`src/rtl/align_result_collector.sv`:
```
// Captures an aligned R/Q pair when the accelerator signals done, streams the
// non-padding slots as beats from high to low index, and reports alignment statistics.
module align_result_collector #(
  parameter int unsigned L        = 8,
  parameter logic [2:0]  GAP      = 3'b111,
  parameter int          MATCH    = 2,
  parameter int          MISMATCH = 1,
  parameter int          GAPPEN   = 2,
  localparam int unsigned N  = L + 2,
  localparam int unsigned CW = $clog2(N + 1)
) (
  input  logic                clk,
  input  logic                rst_n,
  input  logic                acc_ready,
  input  logic [3*L+5:0]      r_aligned_in,
  input  logic [3*L+5:0]      q_aligned_in,
  output logic                out_valid,
  input  logic                out_ready,
  output logic [2:0]          out_r,
  output logic [2:0]          out_q,
  output logic                out_last,
  output logic                res_valid,
  output logic signed [7:0]   score,
  output logic [CW-1:0]       match_cnt,
  output logic [CW-1:0]       mismatch_cnt,
  output logic [CW-1:0]       gap_cnt,
  output logic                busy,
  output logic                overrun
);

  localparam int unsigned IW = (N > 1) ? $clog2(N) : 1;
  localparam logic signed [15:0] MatchD = 16'(MATCH);
  localparam logic signed [15:0] MisD   = 16'(-MISMATCH);
  localparam logic signed [15:0] GapD   = 16'(-GAPPEN);

  typedef enum logic [1:0] {IDLE, EMIT, REPORT} state_t;

  state_t               state_q, state_d;
  logic                 accPrev_q;
  logic [N-1:0][2:0]    rBuf_q, qBuf_q;
  logic [N-1:0][2:0]    rIn, qIn;
  logic [N-1:0]         mask_q, captMask;
  logic [IW-1:0]        idx_q, idx_d;
  logic signed [7:0]    score_q, score_d, satScore;
  logic [CW-1:0]        match_q, match_d, mismatch_q, mismatch_d, gap_q, gap_d;
  logic                 overrun_q;
  logic                 accRise, capture, slotLive, isGap, isMatch;
  logic [2:0]           curR, curQ;
  logic [N-1:0]         belowMask;
  logic signed [15:0]   delta, sum;

  assign rIn = r_aligned_in;
  assign qIn = q_aligned_in;

  always_comb begin
    captMask = '0;
    for (int k = 0; k < int'(N); k++) begin
      captMask[k] = (rIn[k] != 3'b000) || (qIn[k] != 3'b000);
    end
  end

  assign accRise   = acc_ready && !accPrev_q;
  assign capture   = (state_q == IDLE) && accRise;
  assign curR      = rBuf_q[idx_q];
  assign curQ      = qBuf_q[idx_q];
  assign slotLive  = mask_q[idx_q];
  assign belowMask = mask_q & ((N'(1) << idx_q) - N'(1));

  // Slot classification and saturating score update for the slot under the index.
  always_comb begin
    isGap   = (curR == GAP) || (curQ == GAP);
    isMatch = !isGap && (curR == curQ);
    delta   = isGap ? GapD : (isMatch ? MatchD : MisD);
    sum     = $signed({{8{score_q[7]}}, score_q}) + delta;
    if (sum > 16'sd127) begin
      satScore = 8'sd127;
    end else if (sum < -16'sd128) begin
      satScore = -8'sd128;
    end else begin
      satScore = sum[7:0];
    end
  end

  always_comb begin
    state_d    = state_q;
    idx_d      = idx_q;
    score_d    = score_q;
    match_d    = match_q;
    mismatch_d = mismatch_q;
    gap_d      = gap_q;
    unique case (state_q)
      IDLE: begin
        if (accRise) begin
          state_d    = EMIT;
          idx_d      = IW'(N - 1);
          score_d    = '0;
          match_d    = '0;
          mismatch_d = '0;
          gap_d      = '0;
        end
      end
      EMIT: begin
        // Padding slots advance unconditionally; live slots wait for the handshake.
        if (!slotLive || out_ready) begin
          if (slotLive) begin
            score_d = satScore;
            if (isGap) begin
              gap_d = gap_q + CW'(1);
            end else if (isMatch) begin
              match_d = match_q + CW'(1);
            end else begin
              mismatch_d = mismatch_q + CW'(1);
            end
          end
          if (idx_q == '0) begin
            state_d = REPORT;
          end else begin
            idx_d = idx_q - IW'(1);
          end
        end
      end
      REPORT: begin
        state_d = IDLE;
      end
      default: begin
        state_d = IDLE;
      end
    endcase
  end

  always_ff @(posedge clk or negedge rst_n) begin
    if (!rst_n) begin
      state_q    <= IDLE;
      accPrev_q  <= 1'b0;
      rBuf_q     <= '0;
      qBuf_q     <= '0;
      mask_q     <= '0;
      idx_q      <= '0;
      score_q    <= '0;
      match_q    <= '0;
      mismatch_q <= '0;
      gap_q      <= '0;
      overrun_q  <= 1'b0;
    end else begin
      state_q    <= state_d;
      accPrev_q  <= acc_ready;
      idx_q      <= idx_d;
      score_q    <= score_d;
      match_q    <= match_d;
      mismatch_q <= mismatch_d;
      gap_q      <= gap_d;
      if (capture) begin
        rBuf_q <= rIn;
        qBuf_q <= qIn;
        mask_q <= captMask;
      end
      if (accRise && (state_q != IDLE)) begin
        overrun_q <= 1'b1;
      end
    end
  end

  assign out_valid    = (state_q == EMIT) && slotLive;
  assign out_r        = out_valid ? curR : 3'b000;
  assign out_q        = out_valid ? curQ : 3'b000;
  assign out_last     = out_valid && (belowMask == '0);
  assign res_valid    = (state_q == REPORT);
  assign busy         = (state_q != IDLE);
  assign overrun      = overrun_q;
  assign score        = score_q;
  assign match_cnt    = match_q;
  assign mismatch_cnt = mismatch_q;
  assign gap_cnt      = gap_q;

endmodule

```
`config.mk`:
```
export PLATFORM = sky130hd
export DESIGN_NAME = align_result_collector
export DESIGN_NICKNAME = d
export VERILOG_FILES = /design/src/rtl/align_result_collector.sv
export SDC_FILE = /design/constraint.sdc
export NUM_CORES = 1
export LEC_CHECK = 0
export BUFFER_PORTS_ARGS = -buffer_cell sky130_fd_sc_hd__buf_2
export CORE_MARGIN = 2
export CORE_UTILIZATION = 50
export DETAILED_ROUTE_END_ITERATION = 16
export GPL_TIMING_DRIVEN = 0
export PLACE_DENSITY = 0.72
export SETUP_SLACK_MARGIN = 0.1
export SLEW_MARGIN = 20
export SYNTH_ARGS = -nofsm -noshare
export SYNTH_HDL_FRONTEND = slang
export SYNTH_SLANG_ARGS = --single-unit
```
`constraint.sdc`:
```
create_clock -name clk -period 7 [get_ports clk]
set_input_delay 1.05 -clock clk [delete_from_list [all_inputs] [get_ports clk]]
set_output_delay 1.05 -clock clk [all_outputs]
set_load 0.02 [all_outputs]
```
==> flow_metrics.py, run 1 <==
metrics = {
    "floorplanning": {
        "initial_utilization_pct": 51.1,
        "rows": 38,
        "die_area_um2": 11900,
        "core_area_um2": 10800,
        "die_w_um": 109,
        "die_h_um": 109,
        "io-pin-count": 95,
    },
    "hold_path": {
        "worstHoldPathType": "reg -> reg",
    },
    "detailed_routing": {
        "viasPerCell": 5.93,
        "wirelength_um": 14100,
        "routedWlPerCell_um": 18.4,
        "dr.pass1.iters": 6,
        "first_iter_violations": 359,
        "via_count": 4557,
        "antenna_left": 0,
        "drc": 0,
    },
    "cells_and_area": {
        "fin_util_pct": 59.3,
        "finalNetCount": 701,
        "antennaDiodeCount": 0,
        "syn2layout_area_growth_pct": 16.0,
        "drive_above_1_share_pct": 32.9,
    },
    "place": {
        "dp_hpwl_um": 10800,
        "place_congestion": 0.897,
        "io_buffers": 94,
        "pre_cts_slack_ps": 1870,
    },
    "global_routing": {
        "grt_pass1_vias": 4415,
        "antenna_found_initial": 0,
        "grt_usage_pct": 25.1,
        "grt_max_degree": 76,
        "grt_remaining_overflow": 0,
        "grt_first_pass_wirelength_um": 22500,
    },
    "critical_path": {
        "worst_setup_path_start_kind": "register",
        "cpLargestDelayFamily": "compound AO/OA/AOI/OAI gates",
        "critPathKind": "reg -> reg",
        "crit_fanout": 10,
        "slowest_delay_ps": 450,
        "crit_chain": "buf_6 > buf_6 > buf_2 > mux2i_1 > nor2_1 > a211oi_4 > xnor2_1 > o21ba_2 > o32ai_1 > or2_2 > inv_1 > ha_1 > nor2_1 > nor2_1 > o21a_1 > a21oi_1 > nand2b_1 > a22oi_1 > ha_1 > xnor2_1 > a21oi_1 > o21bai_2 > or4b_1 > o211ai_1",
        "crit_path_top_delay_cell": "or4b_1",
        "required_ps": 7300,
        "arrival_ps": 5510,
        "critical_path.most_common_cell": "nor2_1",
        "crit_path_end_kind": "register",
        "path_buf_inv": 4,
    },
    "synth": {
        "syn_area_um2": 5520,
        "synth_edf_count": 0,
        "synthTopCellsByArea": "dfrtp_1 44%, mux2_2 14%, nor2_1 3.9%",
        "async_flop_share_pct": 100,
        "synth.distinct_cells": 65,
        "syn_nets": 595,
        "synth_seq_cells": 98,
        "synth_top_area_share_pct": 44.4,
        "synth_flop_cell": "dfrtp_1",
        "yosys_warnings": 0,
        "avgSynthCellArea_um2": 10.7,
        "synth_top_area_cell": "dfrtp_1",
        "syn_inst": 518,
        "synth-seq-area-share_pct": 44.4,
    },
    "timing": {
        "hold_viol": 0,
        "setup_viol": 0,
        "skew_ps": 11.3,
        "fin_crit_ps": 5210,
        "fmax_mhz": 192,
        "slew_violations": 0,
        "fin_crit_sh_pct": 74.5,
        "tns_ps": 0,
        "rsz0062_at_grt": "false",
        "maxSlewHeadroom_pct": 52.0,
        "fin_ws_ps": 1790,
        "worstMarginPinSlew_ps": 710,
    },
    "outcome": {
        "status": "finished clean",
    },
    "cts": {
        "cts_root_buf": "clkbuf_8",
        "hold_buffers": 0,
        "clk_latency_ps": 370,
        "htreeDepth": 3,
        "cts_sinks": 98,
        "cts_tree": "built",
        "clk_pin_slew_worst_paths_ps": 100,
        "numCtsBuffers": 9,
        "cts_setup_buffers": 0,
        "clock_path_buffers": 2,
        "post_cts_resized": 0,
    },
    "pwr": {
        "cellLeakagePower_nw": 2.85,
        "power.density_nw_per_um2": 556,
        "peakVddDrop_mv": 0.263,
    },
    "flow_run": {
        "max_cap_violations": 0,
    },
}
[state kept, by name (all words and copies together), names as in the netlist]
register      count
score             8
idx_q             4
overrun           1
state_q           2
qBuf_q           30
mismatch_cnt      4
accPrev_q         1
gap_cnt           4
match_cnt         4
rBuf_q           30
mask_q           10
[final timing paths]
path                                   to  cells past startpoint     start  slack (ps)
worst max register to register   score[6]                     24  idx_q[0]        1790
max in group asynchronous       qBuf_q[3]                      2     rst_n        5840
min in group asynchronous        score[2]                      1     rst_n         510
worst min-delay path              overrun                      1   overrun         470
worst max-delay path             score[6]                     24  idx_q[0]        1790
worst min register to register    overrun                      1   overrun         470
[power by group]
| part | internal (mW) | switching, mW | total [mW] |
|---|---|---|---|
| Combinational | 0.932 | 1.28 | 2.21 |
| Sequential | 0.806 | 0.158 | 0.963 |
| Clock | 0.177 | 0.207 | 0.384 |
| Total | 1.92 | 1.64 | 3.56 |
[logic make-up after synthesis]
family | share of synthesized area [%]
flip-flops | 44.4
AO/OA/AOI/OAI | 13.7
adder cells (fa/ha/maj) | 2.95
XOR/XNOR | 2.22
multiplexers | 19.8
AND/OR/NAND/NOR | 13.2
buffers and inverters | 3.67
[cell type report]
cell class,instances,area [um2]
multi-input cells,373,2870
repair buffers,95,504
inverters,21,78.8
clock inverters,5,60.1
clock buffers,11,141
flip-flops and latches,98,2450
well taps,140,175
fillers,923,4390
plain buffers,26,124
[cell usage in the layout (no fill, tap or decap), types with 3 or more instances in the layout]
cell type and n:
dfrtp_1 98, buf_2 96, mux2_2 67, nor2_1 58, nand2_1 37, inv_1 20, o21ai_0 20, clkbuf_1 19
a21oi_1 14, a31oi_1 13, ha_1 13, mux2i_1 12, nand3_1 11, nor4_1 10, clkbuf_8 10, mux4_2 8
xnor2_1 7, xor2_1 7, nor2b_1 5, nor3_1 5, a22oi_1 5, o211ai_1 5, a211o_1 5, buf_6 4
nand2b_1 4, o32ai_1 4, o22ai_1 4, and3_1 4, a222oi_1 3, a211oi_2 3, o21a_1 3, and2_1 3
or2_2 3
[per-stage QoR]
| step | hold slack, ps | total power [mW] | cell area, um2 | std cells |
|---|---|---|---|---|
| finish | 467 | 3.56 | 6400 | 769 |
| global route | 497 | 3.84 | 6400 | 769 |
| CTS | 474 | 3.55 | 6400 | 769 |
| detailed placement | 444 | 3.16 | 6200 | 753 |
| global placement | 441 | 3.08 | 6170 | 752 |
| floorplan | 473 | 2.63 | 5520 | 518 |
[layer usage]
layer | GRT usage [%] | up-vias | routed length, um
met1 | 34.0 | 2244 | 6310
met4 | 7.97 | 0 | 243
met3 | 4.24 | 22 | 915
li1 | - | 2093 | -
met5 | 0 | - | 0
met2 | 41.3 | 198 | 6650
[synth_stat cells, drive strengths merged (5+ instances only)]
cell type,number
a211o,5
a211oi,7
a21oi,15
a22oi,5
a31oi,13
buf,8
clkbuf,18
dfrtp,98
ha,13
inv,21
mux2,70
mux2i,12
mux4,8
nand2,37
nand3,11
nor2,58
nor2b,5
nor3,5
nor4,10
o211ai,5
o21ai,21
xnor2,7
xor2,7
Power figures use the tool's default switching activity.
==> inputs of run 2 (changes only) <==
==> constraint.sdc (replaced) <==
create_clock -name clk -period 5.19 [get_ports clk]
set_input_delay 0.7785 -clock clk [delete_from_list [all_inputs] [get_ports clk]]
set_output_delay 0.7785 -clock clk [all_outputs]
set_load 0.02 [all_outputs]
==> run 2 against run 1 <==
Cell area increased by 1.8%. Core utilization grew 1.1 points. Global-route usage rose by 0.051 points. Combinational power up 43%. Sequential share of layout area is 0.66 points lower. First-iteration DRC count fell by 22%. Clock-buffer cell count unchanged. Register-to-register slack got worse by 1400 ps.
==> flow_metrics.py, run 2 (synthesized netlist as in run 1, its figures left out) <==
metrics = {
    "critical_path": {
        "crit_fanout": 10,
        "critPathKind": "reg -> reg",
        "slowest_delay_ps": 580,
        "worst_setup_path_start_kind": "register",
        "crit_path_end_kind": "register",
        "required_ps": 5490,
        "arrival_ps": 5100,
        "crit_chain": "buf_6 > buf_6 > mux4_2 > a211oi_4 > buf_4 > nor4b_2 > o21ba_2 > o32ai_1 > or2_2 > inv_1 > ha_1 > nor2_2 > nor2_1 > o21a_1 > a21oi_2 > nand2b_1 > a22oi_1 > ha_1 > xnor2_1 > a21oi_1 > o21bai_2 > or4b_1 > o211ai_1",
        "crit_path_top_delay_cell": "mux4_2",
        "worstRegToRegCells": 23,
    },
    "place": {
        "pre_cts_slack_ps": 59.1,
        "io_buffers": 94,
        "dp_hpwl_um": 10800,
        "placed_cell_area_um2": 6200,
        "placed_cells": 753,
        "place_congestion": 0.897,
    },
    "timing": {
        "fin_ws_ps": 382,
        "fin_crit_sh_pct": 92.6,
        "hold_viol": 0,
        "whs_ps": 246,
        "setup_viol": 0,
        "worstMarginPinSlew_ps": 708,
        "skew_ps": 11.6,
        "fmax_mhz": 208,
        "tns_ps": 0,
        "slew_violations": 0,
        "fin_crit_ps": 4810,
        "maxSlewHeadroom_pct": 52.2,
        "rsz0062_at_grt": "false",
    },
    "detailed_routing": {
        "dr.pass1.iters": 5,
        "first_iter_violations": 280,
        "routedWlPerCell_um": 18.5,
        "viasPerCell": 5.91,
        "wirelength_um": 14300,
        "via_count": 4575,
        "antenna_left": 0,
        "drc": 0,
    },
    "pwr": {
        "peakVddDrop_mv": 0.362,
        "cellLeakagePower_nw": 2.90,
        "power.total_mw": 4.99,
        "power.density_nw_per_um2": 765,
    },
    "cells_and_area": {
        "nFillCells": 920,
        "syn2layout_area_growth_pct": 18.0,
        "finalNetCount": 706,
        "final_cells": 774,
        "drive_above_1_share_pct": 35.5,
        "fin_util_pct": 60.4,
        "final_common_cell": "dfrtp_1",
        "top_regs": "qBuf_q: 30 flops, rBuf_q: 30 flops, mask_q: 10 flops",
        "antennaDiodeCount": 0,
        "final_cell_mix": "97 x dfrtp_1, 95 x buf_2, 67 x mux2_2",
        "fin_area_um2": 6520,
    },
    "flow_run": {
        "max_cap_violations": 0,
    },
    "floorplanning": {
        "core_area_um2": 10800,
        "die_w_um": 109,
        "initial_utilization_pct": 51.1,
        "die_area_um2": 11900,
        "rows": 38,
        "io-pin-count": 95,
        "die_h_um": 109,
    },
    "cts": {
        "hold_buffers": 0,
        "htreeDepth": 3,
        "cts_root_buf": "clkbuf_8",
        "clk_latency_ps": 370,
        "numCtsBuffers": 9,
        "cts_tree": "built",
        "cts_sinks": 98,
        "clk_pin_slew_worst_paths_ps": 100,
        "clock_path_buffers": 2,
    },
    "global_routing": {
        "grt_remaining_overflow": 0,
        "antenna_found_initial": 0,
        "grt_pass1_vias": 4427,
        "grt_usage_pct": 25.2,
        "grt_max_degree": 76,
        "grt_first_pass_wirelength_um": 22600,
    },
    "outcome": {
        "status": "finished clean",
    },
    "hold_path": {
        "worstHoldPathType": "in -> async",
    },
}
-- run 2: changes by cell type in the layout (fill, tap and decap cells not counted), sizes merged --
cell / delta
clkbuf: +1
buf: +4
-- run 2: path summary, 6_finish.rpt --
check / start / endpoint / slack (ps)
max: idx_q[0] / score[6] / 380
min: rst_n / score[2] / 250
max reg2reg: idx_q[0] / score[6] / 380
min reg2reg: overrun / overrun / 470
max in group asynchronous: rst_n / idx_q[0] / 4280
min in group clk: overrun / overrun / 470
-- run 2: layout make-up --
cell class	count	area [um2]	area share, %
plain buffers	26	129	1.98
clock buffers	11	141	2.17
clock inverters	5	60.1	0.922
inverters	21	78.8	1.21
multi-input cells	373	2940	45.1
flip-flops and latches	98	2450	37.7
well taps	140	175	2.69
repair buffers	100	542	8.31
-- run 2: worst max-delay path, delay by kind of cell (launching register included) --
family,cells,cell delay [ps]
adder cells (fa/ha/maj),2,430
AND/OR/NAND/NOR,6,1160
flip-flops,1,420
buffers and inverters,4,550
multiplexers,1,580
AO/OA/AOI/OAI,9,1440
XOR/XNOR,1,160
-- run 2: per-layer routing --
layer	wire (um)	up-vias	global-route usage, %	share of wire (%)
li1	-	2105	-	-
met1	6270	2277	33.9	44
met2	6820	176	41.6	48
met3	904	17	4.24	6.3
met4	286	0	7.97	2.0
met5	0	-	0	0
-- run 2: what timing repair did --
item / in CTS / in global routing
setup buffers: 2 / 3
setup endpoints to repair: 5 / 7
pin swaps: 2 / 3
gates resized for setup: 0 / 19
-- run 2: power breakdown --
group | switching (mW) | internal, mW | total [mW]
logic | 1.79 | 1.37 | 3.16
clock network | 0.279 | 0.239 | 0.518
registers | 0.216 | 1.09 | 1.30
